File: config.mk
export PLATFORM = sky130hd
export DESIGN_NAME = wordle_guess_scorer_flat
export DESIGN_NICKNAME = d
export VERILOG_FILES = /design/src/rtl/wordle_pkg.sv /design/src/rtl/wordle_guess_scorer_if.sv /design/src/rtl/wordle_letter_match.sv /design/src/rtl/wordle_guess_scorer.sv /design/src/flat_wrapper.sv
export SDC_FILE = /design/constraint.sdc
export NUM_CORES = 1
export LEC_CHECK = 0
export CORE_UTILIZATION = 25
export DETAILED_ROUTE_END_ITERATION = 16
export DONT_BUFFER_PORTS = 1
export GPL_ROUTABILITY_DRIVEN = 0
export PLACE_DENSITY = 0.46
export SLEW_MARGIN = 20
export SYNTH_ARGS = -nofsm -noshare
export SYNTH_HDL_FRONTEND = slang
export SYNTH_SLANG_ARGS = --single-unit
export TNS_END_PERCENT = 100
File: constraint.sdc
create_clock -name Clk -period 7.3 [get_ports Clk]
set_clock_uncertainty 0.05 [all_clocks]
set_input_delay 0.73 -clock Clk [delete_from_list [all_inputs] [get_ports Clk]]
set_output_delay 0.73 -clock Clk [all_outputs]
set_load 0.05 [all_outputs]
File: src/rtl/wordle_pkg.sv
// Shared types for the Wordle guess scorer: letter colour codes and the
// one-hot controller state encoding.
package wordle_pkg;

  typedef enum logic [1:0] {
    GRAY   = 2'b00,
    YELLOW = 2'b01,
    GREEN  = 2'b10
  } colour_t;

  typedef enum logic [5:0] {
    QI = 6'b000001,
    QW = 6'b000010,
    QG = 6'b000100,
    QY = 6'b001000,
    QR = 6'b010000,
    QD = 6'b100000
  } state_t;

  // Index register width; a 1-letter word still needs one bit.
  function automatic int unsigned idx_width(input int unsigned n);
    return (n > 1) ? $clog2(n) : 1;
  endfunction

endpackage

File: src/rtl/wordle_guess_scorer_if.sv
// Guess submission / result reporting bundle between letter entry, the
// scorer and the renderer.
interface wordle_guess_scorer_if #(
  parameter int unsigned WORD_LEN    = 5,
  parameter int unsigned LETTER_W    = 8,
  parameter int unsigned MAX_GUESSES = 6
);
  localparam int unsigned CNT_W = $clog2(MAX_GUESSES + 1);

  logic                         guess_valid;
  logic [WORD_LEN*LETTER_W-1:0] guess_word;
  logic                         ready;
  logic                         result_valid;
  logic [2*WORD_LEN-1:0]        result;
  logic [CNT_W-1:0]             guess_count;
  logic                         win;
  logic                         lose;

  modport master (
    output guess_valid, guess_word,
    input  ready, result_valid, result, guess_count, win, lose
  );

  modport slave (
    input  guess_valid, guess_word,
    output ready, result_valid, result, guess_count, win, lose
  );
endinterface

File: src/rtl/wordle_letter_match.sv
// Finds the lowest-index secret position holding a given letter that has
// not yet been credited to another guess letter.
module wordle_letter_match #(
  parameter int unsigned WORD_LEN = 5,
  parameter int unsigned LETTER_W = 8
) (
  input  logic [LETTER_W-1:0]               letter,
  input  logic [WORD_LEN-1:0][LETTER_W-1:0] secret,
  input  logic [WORD_LEN-1:0]               used,
  output logic                              found,
  output logic [WORD_LEN-1:0]               match_pos
);

  always_comb begin
    found     = 1'b0;
    match_pos = '0;
    for (int unsigned j = 0; j < WORD_LEN; j++) begin
      if (!found && !used[j] && secret[j] == letter) begin
        found        = 1'b1;
        match_pos[j] = 1'b1;
      end
    end
  end

endmodule

File: src/rtl/wordle_guess_scorer.sv
// Wordle game engine: latches a secret, scores guesses one letter per cycle
// (green pass then yellow pass) and tracks guess count and win/lose.
module wordle_guess_scorer
  import wordle_pkg::*;
#(
  parameter int unsigned WORD_LEN    = 5,
  parameter int unsigned LETTER_W    = 8,
  parameter int unsigned MAX_GUESSES = 6
) (
  input  logic                         Clk,
  input  logic                         reset,
  input  logic                         Start,
  input  logic                         Ack,
  input  logic [WORD_LEN*LETTER_W-1:0] secret_word,
  wordle_guess_scorer_if.slave         bus,
  output logic                         q_I,
  output logic                         q_W,
  output logic                         q_G,
  output logic                         q_Y,
  output logic                         q_R,
  output logic                         q_D
);

  localparam int unsigned CNT_W = $clog2(MAX_GUESSES + 1);
  localparam int unsigned IDX_W = idx_width(WORD_LEN);
  localparam logic [IDX_W-1:0] LAST_IDX = IDX_W'(WORD_LEN - 1);
  localparam logic [CNT_W-1:0] MAX_CNT  = CNT_W'(MAX_GUESSES);

  state_t                            state;
  logic [WORD_LEN-1:0][LETTER_W-1:0] secret_q;
  logic [WORD_LEN-1:0][LETTER_W-1:0] guess_q;
  logic [WORD_LEN-1:0]               green;
  logic [WORD_LEN-1:0]               yellow;
  logic [WORD_LEN-1:0]               used;
  logic [IDX_W-1:0]                  idx;
  logic [2*WORD_LEN-1:0]             result_q;
  logic [CNT_W-1:0]                  count_q;
  logic                              win_q;
  logic                              lose_q;
  logic                              result_valid_q;

  logic [LETTER_W-1:0]   cur_guess;
  logic [LETTER_W-1:0]   cur_secret;
  logic [WORD_LEN-1:0]   idx_onehot;
  logic                  found;
  logic [WORD_LEN-1:0]   match_pos;
  logic                  yellow_hit;
  logic [WORD_LEN-1:0]   yellow_next;
  logic [2*WORD_LEN-1:0] colour_vec;
  logic                  all_green;
  logic [CNT_W-1:0]      count_inc;

  assign cur_guess  = guess_q[idx];
  assign cur_secret = secret_q[idx];

  wordle_letter_match #(
    .WORD_LEN (WORD_LEN),
    .LETTER_W (LETTER_W)
  ) u_match (
    .letter    (cur_guess),
    .secret    (secret_q),
    .used      (used),
    .found     (found),
    .match_pos (match_pos)
  );

  always_comb begin
    idx_onehot = '0;
    for (int unsigned j = 0; j < WORD_LEN; j++) begin
      idx_onehot[j] = (idx == IDX_W'(j));
    end
  end

  // The last letter's yellow decision lands on the same edge that builds the
  // report, so the colour vector is formed from the next-state yellow mask.
  assign yellow_hit  = ~|(green & idx_onehot) && found;
  assign yellow_next = yellow | (yellow_hit ? idx_onehot : '0);
  assign all_green   = &green;
  assign count_inc   = count_q + 1'b1;

  always_comb begin
    colour_vec = '0;
    for (int unsigned j = 0; j < WORD_LEN; j++) begin
      colour_vec[2*j +: 2] = green[j] ? GREEN : (yellow_next[j] ? YELLOW : GRAY);
    end
  end

  always_ff @(posedge Clk or posedge reset) begin
    if (reset) begin
      state          <= QI;
      secret_q       <= '0;
      guess_q        <= '0;
      green          <= '0;
      yellow         <= '0;
      used           <= '0;
      idx            <= '0;
      result_q       <= '0;
      count_q        <= '0;
      win_q          <= 1'b0;
      lose_q         <= 1'b0;
      result_valid_q <= 1'b0;
    end else begin
      result_valid_q <= 1'b0;
      case (state)
        QI: begin
          if (Start) begin
            secret_q <= secret_word;
            count_q  <= '0;
            win_q    <= 1'b0;
            lose_q   <= 1'b0;
            result_q <= '0;
            state    <= QW;
          end
        end
        QW: begin
          if (bus.guess_valid) begin
            guess_q <= bus.guess_word;
            green   <= '0;
            yellow  <= '0;
            used    <= '0;
            idx     <= '0;
            state   <= QG;
          end
        end
        QG: begin
          if (cur_guess == cur_secret) begin
            green <= green | idx_onehot;
            used  <= used | idx_onehot;
          end
          if (idx == LAST_IDX) begin
            idx   <= '0;
            state <= QY;
          end else begin
            idx <= idx + 1'b1;
          end
        end
        QY: begin
          yellow <= yellow_next;
          if (yellow_hit) begin
            used <= used | match_pos;
          end
          if (idx == LAST_IDX) begin
            result_q       <= colour_vec;
            count_q        <= count_inc;
            win_q          <= all_green;
            lose_q         <= !all_green && (count_inc == MAX_CNT);
            result_valid_q <= 1'b1;
            state          <= QR;
          end else begin
            idx <= idx + 1'b1;
          end
        end
        QR: begin
          state <= (win_q || lose_q) ? QD : QW;
        end
        QD: begin
          if (Ack) begin
            state <= QI;
          end
        end
        default: state <= QI;
      endcase
    end
  end

  assign bus.ready        = (state == QW);
  assign bus.result_valid = result_valid_q;
  assign bus.result       = result_q;
  assign bus.guess_count  = count_q;
  assign bus.win          = win_q;
  assign bus.lose         = lose_q;

  assign q_I = (state == QI);
  assign q_W = (state == QW);
  assign q_G = (state == QG);
  assign q_Y = (state == QY);
  assign q_R = (state == QR);
  assign q_D = (state == QD);

endmodule

File: src/flat_wrapper.sv
// flat-port wrapper written by rule: the top's interface ports become plain ports
module wordle_guess_scorer_flat import wordle_pkg::*;
#(
  parameter int unsigned WORD_LEN    = 5,
  parameter int unsigned LETTER_W    = 8,
  parameter int unsigned MAX_GUESSES = 6
)
  (Clk, reset, Start, Ack, secret_word, q_I, q_W, q_G, q_Y, q_R, q_D, bus_guess_valid, bus_guess_word, bus_ready, bus_result_valid, bus_result, bus_guess_count, bus_win, bus_lose);
  wordle_guess_scorer_if #(.WORD_LEN(WORD_LEN), .LETTER_W(LETTER_W), .MAX_GUESSES(MAX_GUESSES)) bus_i ();
  input  logic Clk;
  input  logic reset;
  input  logic Start;
  input  logic Ack;
  input  logic [WORD_LEN*LETTER_W-1:0] secret_word;
  output logic q_I;
  output logic q_W;
  output logic q_G;
  output logic q_Y;
  output logic q_R;
  output logic q_D;
  input wire logic [$bits(bus_i.guess_valid)-1:0] bus_guess_valid;
  input wire logic [$bits(bus_i.guess_word)-1:0] bus_guess_word;
  output wire logic [$bits(bus_i.ready)-1:0] bus_ready;
  output wire logic [$bits(bus_i.result_valid)-1:0] bus_result_valid;
  output wire logic [$bits(bus_i.result)-1:0] bus_result;
  output wire logic [$bits(bus_i.guess_count)-1:0] bus_guess_count;
  output wire logic [$bits(bus_i.win)-1:0] bus_win;
  output wire logic [$bits(bus_i.lose)-1:0] bus_lose;
  assign bus_i.guess_valid = bus_guess_valid;
  assign bus_i.guess_word = bus_guess_word;
  assign bus_ready = bus_i.ready;
  assign bus_result_valid = bus_i.result_valid;
  assign bus_result = bus_i.result;
  assign bus_guess_count = bus_i.guess_count;
  assign bus_win = bus_i.win;
  assign bus_lose = bus_i.lose;
  wordle_guess_scorer #(.WORD_LEN(WORD_LEN), .LETTER_W(LETTER_W), .MAX_GUESSES(MAX_GUESSES)) u_core (.Clk(Clk), .reset(reset), .Start(Start), .Ack(Ack), .secret_word(secret_word), .bus(bus_i), .q_I(q_I), .q_W(q_W), .q_G(q_G), .q_Y(q_Y), .q_R(q_R), .q_D(q_D));
endmodule
==> results.py, run 1 <==
metrics = {
    "power_and_ir_drop": {
        "leakage_nw": 3.154,
        "peakVddDrop_mv": 0.1955,
        "p_total_mw": 3.581,
        "powerDensity_nw_per_um2": 500.1,
    },
    "run_status": {
        "status": "complete, no violations",
    },
    "timing": {
        "relSlewSlack": 0.3005,
        "max_slew.worst_pin.slew_ns": 1.036,
        "rsz0062_at_grt": "no",
        "slew_violations": 0,
        "period_share": 0.4810,
        "finalSetupViolations": 0,
        "hold_viol_final": 0,
        "max_freq_ghz": 0.2848,
        "whs_ns": 0.2682,
        "setup_tns_ns": 0,
        "period_needed_ns": 3.511,
    },
    "detailed_routing": {
        "wl_met1_um": 7590,
        "top_layer": "met4",
        "wl_per_cell_um": 18.40,
        "vias": 4507,
        "viasPerCell": 4.774,
        "met3_length_um": 1116,
        "first_iter_violations": 313,
        "first_pass_iters": 5,
        "totalWireLength_um": 17370,
        "wl_met2_um": 8428,
        "drc": 0,
        "antenna_left": 0,
    },
    "placed_design": {
        "port_buffers": 0,
        "dp_hpwl_um": 13050,
        "dp_cells": 913,
    },
    "floorplan": {
        "initial_core_util": 0.2563,
        "die_h_um": 160.1,
        "die_w_um": 160.1,
        "rows": 57,
        "dieArea_um2": 25640,
        "coreArea_um2": 24390,
        "ios": 108,
    },
    "clock_network": {
        "cts_num_sinks": 120,
        "postCtsResizedCells": 0,
        "h-tree-depth": 4,
        "cts_buffers": 17,
        "clock_path_buffers": 2,
        "cts_tree": "built",
        "ctsHoldBuffers": 0,
        "clockRootBuffer": "clkbuf_16",
        "cts_setup_buffers": 0,
        "clock_latency_ns": 0.42,
        "cts.clk_slew.worst_paths_ns": 0.06,
    },
    "setup_path": {
        "crit_required_ns": 7.56,
        "critPathTopFamily": "simple AND/OR/NAND/NOR gates",
        "critical_path_class": "register to register",
        "crit_chain": "nor3b_2 -> nand2_1 -> and2_1 -> xnor2_1 -> nor3_1 -> a31oi_2 -> a41oi_2 -> a21oi_1 -> o41ai_2",
        "cp_slowest_cell": "dfrtp_1",
        "critPathArrivalTime_ns": 3.77,
        "end_kind": "register",
        "crit_buf_inv": 0,
        "cp_max_fo": 24,
        "start_kind": "register",
        "slowest_delay_ns": 0.77,
    },
    "global_routing": {
        "track_usage": 0.1403,
        "grt_max_degree": 65,
        "grt_pass1_wl_um": 27300,
        "grt-ovfl-total": 0,
        "grt_pass1_vias": 4651,
        "antenna_found_initial": 0,
    },
    "run": {
        "cap_violations": 0,
    },
    "finish": {
        "drive_above_1_share": 0.1597,
        "n_antenna_cell": 0,
        "num-nets-final": 700,
        "finalNonFillerCells": 944,
        "area_delta_synth_final_pct": 14.55,
    },
    "synth": {
        "avgSynthCellArea_um2": 10.15,
        "ys_seq_area_frac": 0.4805,
        "synth_edf_count": 0,
        "yosys.cell_types.count": 69,
        "yosys_warnings": 0,
        "syn-num-nets": 708,
        "synth_cells": 616,
        "synthArstFlopShare": 1.000,
        "ys_ff_latch": 120,
        "synthFlopType": "dfrtp_1",
        "syn-cell-area_um2": 6252,
    },
    "hold_path": {
        "hp-class": "primary input to asynchronous set/reset pin",
    },
}
flip-flops by register name (all words and copies together), names as in the netlist:
signal	flops
u_core.used	5
u_core.green	5
u_core.secret_q	40
u_core.idx	3
u_core.bus.result_valid	1
u_core.bus.lose	1
u_core.yellow	5
u_core.state	6
u_core.bus.guess_count	3
u_core.bus.result	10
u_core.bus.win	1
u_core.guess_q	40
kinds of logic after synthesis:
logic type | count (synthesis) | share of synthesized area
simple gates | 236 | 0.1761
flops | 120 | 0.4805
compound gates | 91 | 0.1099
mux | 69 | 0.1231
buf+inv | 48 | 0.03342
xor+xnor | 45 | 0.06304
fa+ha+maj | 7 | 0.01401
layout by cell type, fill, tap and decap left out, types with 3 or more instances in the layout:
cell / netlist / routed
dfrtp_1: 119 / 119
ha_1: 7 / 7
a22o_1: 11 / 11
clkbuf_1: 15 / 3
clkbuf_8: 0 / 3
a22oi_1: 3 / 3
nor3b_2: 1 / 3
xnor2_1: 26 / 26
and3_1: 7 / 7
nand2_1: 144 / 144
bufinv_16: 0 / 3
nand3_1: 11 / 11
nor2b_1: 6 / 6
and2_1: 9 / 8
nand2b_1: 6 / 6
clkinv_2: 0 / 3
mux2_2: 43 / 43
o21ai_0: 20 / 20
a221oi_1: 3 / 3
a21oi_1: 19 / 19
nor2_1: 18 / 18
o22a_1: 4 / 4
buf_4: 2 / 6
clkbuf_16: 0 / 17
mux2i_1: 24 / 24
inv_1: 13 / 12
xor2_1: 19 / 19
o2bb2ai_1: 3 / 3
or3b_2: 3 / 3
nor3_1: 14 / 14
metal layers:
| layer | GRT usage | vias to the layer above |
|---|---|---|
| met5 | 0 | - |
| met4 | 0.03983 | 0 |
| met3 | 0.05351 | 16 |
| met2 | 0.2320 | 124 |
| met1 | 0.1690 | 2249 |
| li1 | - | 2118 |
stage by stage:
step             util  area [um2]  setup slack (ns)
2_1_floorplan       -        6252             3.336
3_3_place_gp   0.2691        6564             4.009
3_5_place_dp   0.2691        6564             3.790
4_1_cts        0.2936        7162             3.781
5_1_grt        0.2936        7162             3.452
6_report       0.2936        7162             3.789
layout make-up:
cell class / count / area, um2
Clock buffer: 23 / 478.0
Inverter: 15 / 58.81
Timing Repair Buffer: 6 / 45.04
Sequential cell: 120 / 3004
Tap cell: 324 / 405.4
Multi-Input combinational cell: 448 / 3050
Fill cell: 2564 / 17230
Clock inverter: 8 / 120.1
synthesized netlist by cell type, types with 3 or more instances:
library cell | n | area [um2]
nand2_1 | 144 | 540.5
dfrtp_1 | 119 | 2978
mux2_2 | 43 | 484.2
xnor2_1 | 26 | 227.7
mux2i_1 | 24 | 240.2
o21ai_0 | 20 | 100.1
a21oi_1 | 19 | 95.09
xor2_1 | 19 | 166.4
nor2_1 | 18 | 67.56
clkbuf_1 | 15 | 56.30
nor3_1 | 14 | 70.07
inv_1 | 13 | 48.80
a22o_1 | 11 | 96.34
buf_2 | 11 | 55.05
nand3_1 | 11 | 55.05
and2_1 | 9 | 56.30
and3_1 | 7 | 43.79
ha_1 | 7 | 87.58
nand2b_1 | 6 | 37.54
nor2b_1 | 6 | 37.54
buf_1 | 4 | 15.01
o22a_1 | 4 | 35.03
a221oi_1 | 3 | 26.28
a22oi_1 | 3 | 22.52
o2bb2ai_1 | 3 | 26.28
or3b_2 | 3 | 26.28
power by group:
group          switching [mW]  internal [mW]  total [mW]
clock network           0.295          0.560       0.855
registers               0.257          0.917        1.17
logic                   0.874          0.678        1.55
total                    1.43           2.15        3.58
worst register-to-register path: stages (launching register included):
cell and delay, ns:
dfrtp_1 0.77, nor3b_2 0.56, nand2_1 0.18, and2_1 0.26, xnor2_1 0.17, nor3_1 0.38, a31oi_2 0.19, a41oi_2 0.45
a21oi_1 0.15, o41ai_2 0.24
path summary, 6_finish.rpt:
kind                                     from              endpoint  slack [ns]  cells after the start
setup / recovery                u_core.idx[2]  u_core.bus.result[2]        3.79                      9
hold / removal                          reset      u_core.yellow[2]        0.27                      1
setup reg to reg                u_core.idx[2]  u_core.bus.result[2]        3.79                      9
hold reg to reg            u_core.guess_q[30]    u_core.guess_q[30]        0.42                      2
max in group asynchronous               reset     u_core.guess_q[1]        5.62                      2
min in group Clk                        Start       u_core.state[0]        0.32                      1
Power figures use the tool's default switching activity.
==> run 2: changes to the inputs <==
PLACE_DENSITY = 0.48   (was 0.46)
clock period = 3.1 ns   (was 7.3 ns; I/O delays follow)
==> run 2 against run 1 <==
Critical path depth grew 2; wire length grew 2.3%; register-to-register slack lost 3.6 ns; maximum frequency grew 20%; combinational power grew to 2.6 times the previous value; cell area grew 16%; clock power grew to 2.5 times the previous value; total power grew to 2.5 times the previous value; non-clock buffer count grew 106; setup slack lost 3.6 ns; via count grew 6.4%; sequential share of layout area shrank 5.7 points; highest routed layer unchanged.
==> results.py, run 2 (synthesis gave the netlist of run 1 again) <==
metrics = {
    "detailed_routing": {
        "first_iter_violations": 189,
        "viasPerCell": 4.563,
        "drc": 0,
        "antenna_left": 0,
        "wl_per_cell_um": 16.90,
        "first_pass_iters": 4,
        "vias": 4796,
        "totalWireLength_um": 17760,
    },
    "finish": {
        "area_delta_synth_final_pct": 32.48,
        "final_common_cell": "nand2_1",
        "num-nets-final": 806,
        "layout_common_cells": "143 x nand2_1, 118 x dfrtp_1, 81 x dlygate4sd3_1",
        "drive_above_1_share": 0.1871,
        "finalNonFillerCells": 1051,
        "n_antenna_cell": 0,
    },
    "clock_network": {
        "clock_latency_ns": 0.42,
        "cts_buffers": 17,
        "h-tree-depth": 4,
        "clock_path_buffers": 2,
        "cts_num_sinks": 120,
        "cts.clk_slew.worst_paths_ns": 0.06,
        "cts_tree": "built",
        "clockRootBuffer": "clkbuf_16",
    },
    "global_routing": {
        "grt_max_degree": 108,
        "track_usage": 0.1448,
        "grt_pass1_wl_um": 28520,
        "grt-ovfl-total": 0,
        "antenna_found_initial": 0,
        "grt_pass1_vias": 5085,
    },
    "power_and_ir_drop": {
        "peakVddDrop_mv": 0.6212,
        "leakage_nw": 3.653,
        "powerDensity_nw_per_um2": 1082,
        "p_total_mw": 8.962,
    },
    "floorplan": {
        "die_h_um": 160.1,
        "dieArea_um2": 25640,
        "ios": 108,
        "rows": 57,
        "coreArea_um2": 24390,
        "initial_core_util": 0.2563,
        "die_w_um": 160.1,
    },
    "timing": {
        "hold_viol_final": 0,
        "period_share": 0.9433,
        "relSlewSlack": 0.6015,
        "finalSetupViolations": 0,
        "max_slew.worst_pin.slew_ns": 0.5977,
        "period_needed_ns": 2.924,
        "whs_ns": 0.008514,
        "slew_violations": 0,
        "rsz0062_at_grt": "no",
        "setup_tns_ns": 0,
        "max_freq_ghz": 0.3420,
    },
    "placed_design": {
        "port_buffers": 0,
        "dp_hpwl_um": 12940,
        "dp_cells": 937,
    },
    "setup_path": {
        "r2r_cells": 11,
        "cp_max_fo": 17,
        "start_kind": "register",
        "end_kind": "register",
        "critPathArrivalTime_ns": 3.17,
        "critical_path_class": "register to register",
        "crit_required_ns": 3.35,
    },
    "run": {
        "cap_violations": 0,
    },
    "hold_path": {
        "hp-class": "primary input to register",
        "holdPathStages": 2,
    },
    "run_status": {
        "status": "complete, no violations",
    },
}
## run 2: changes by cell type in the layout (fill, tap and decap cells not counted), sizes merged, moves of 2 or more
| cell | before | now |
|---|---|---|
| inv | 14 | 16 |
| dlygate4sd3 | 0 | 81 |
| buf | 6 | 31 |
| clkbuf | 23 | 19 |
## run 2: final timing paths
| path | from | slack [ns] | end |
|---|---|---|---|
| worst max-delay path | u_core.idx[0] | 0.18 | u_core.used[4] |
| worst min-delay path | bus_guess_word[38] | 0.009 | u_core.guess_q[38] |
| worst max register to register | u_core.idx[0] | 0.18 | u_core.used[4] |
| worst min register to register | u_core.guess_q[9] | 0.42 | u_core.guess_q[9] |
| max in group asynchronous | reset | 1.80 | u_core.idx[1] |
| min in group asynchronous | reset | 0.31 | u_core.bus.result[0] |
## run 2: stage by stage
step	instance area, um2	utilization	setup WS [ns]
finish	8283	0.3396	0.1758
detailed placement	6785	0.2782	0.04961
CTS	8232	0.3375	0.02994
global route	8283	0.3396	0.03269
global placement	6785	0.2782	0.08028
floorplan	6256	-	0.4229
## run 2: critical path, stage by stage (launching register included)
cell and delay, ns:
dfrtp_1 0.40, buf_12 0.17, or4bb_1 0.51, o221ai_2 0.11, buf_4 0.21, xor2_1 0.15
nor3_1 0.07, buf_4 0.15, a31oi_2 0.27, a41oi_4 0.20, o21a_2 0.26, o221a_1 0.24
## run 2: repair_timing
action | CTS | global route
setup endpoints to repair | 0 | 18
endpoints found under the hold margin | 93 | 0
hold buffers | 81 | 0
resized for setup | 0 | 10
setup buffers | 0 | 1
## run 2: area by class of cell
| type | count | area (um2) |
|---|---|---|
| timing repair buffer | 112 | 1081 |
| tap | 324 | 405.4 |
| clock inverter | 13 | 192.7 |
| inverter | 15 | 60.06 |
| clock buffer | 19 | 442.9 |
| fill | 2538 | 16110 |
| sequential | 120 | 3005 |
| multi-input combinational | 448 | 3095 |
## run 2: layer usage
layer	up-vias	wire, um	track usage	part of all wire
li1	2332	-	-	-
met1	2354	8354	0.1907	0.47
met2	97	8454	0.2294	0.48
met3	13	758	0.04208	0.043
met4	0	196	0.04156	0.011
met5	-	0	0	0
## run 2: power breakdown
| group | total (mW) | internal, mW | switching, mW |
|---|---|---|---|
| Sequential | 2.75 | 2.16 | 0.588 |
| Combinational | 4.06 | 1.90 | 2.16 |
| Clock | 2.15 | 1.38 | 0.774 |
| Total | 8.96 | 5.44 | 3.53 |
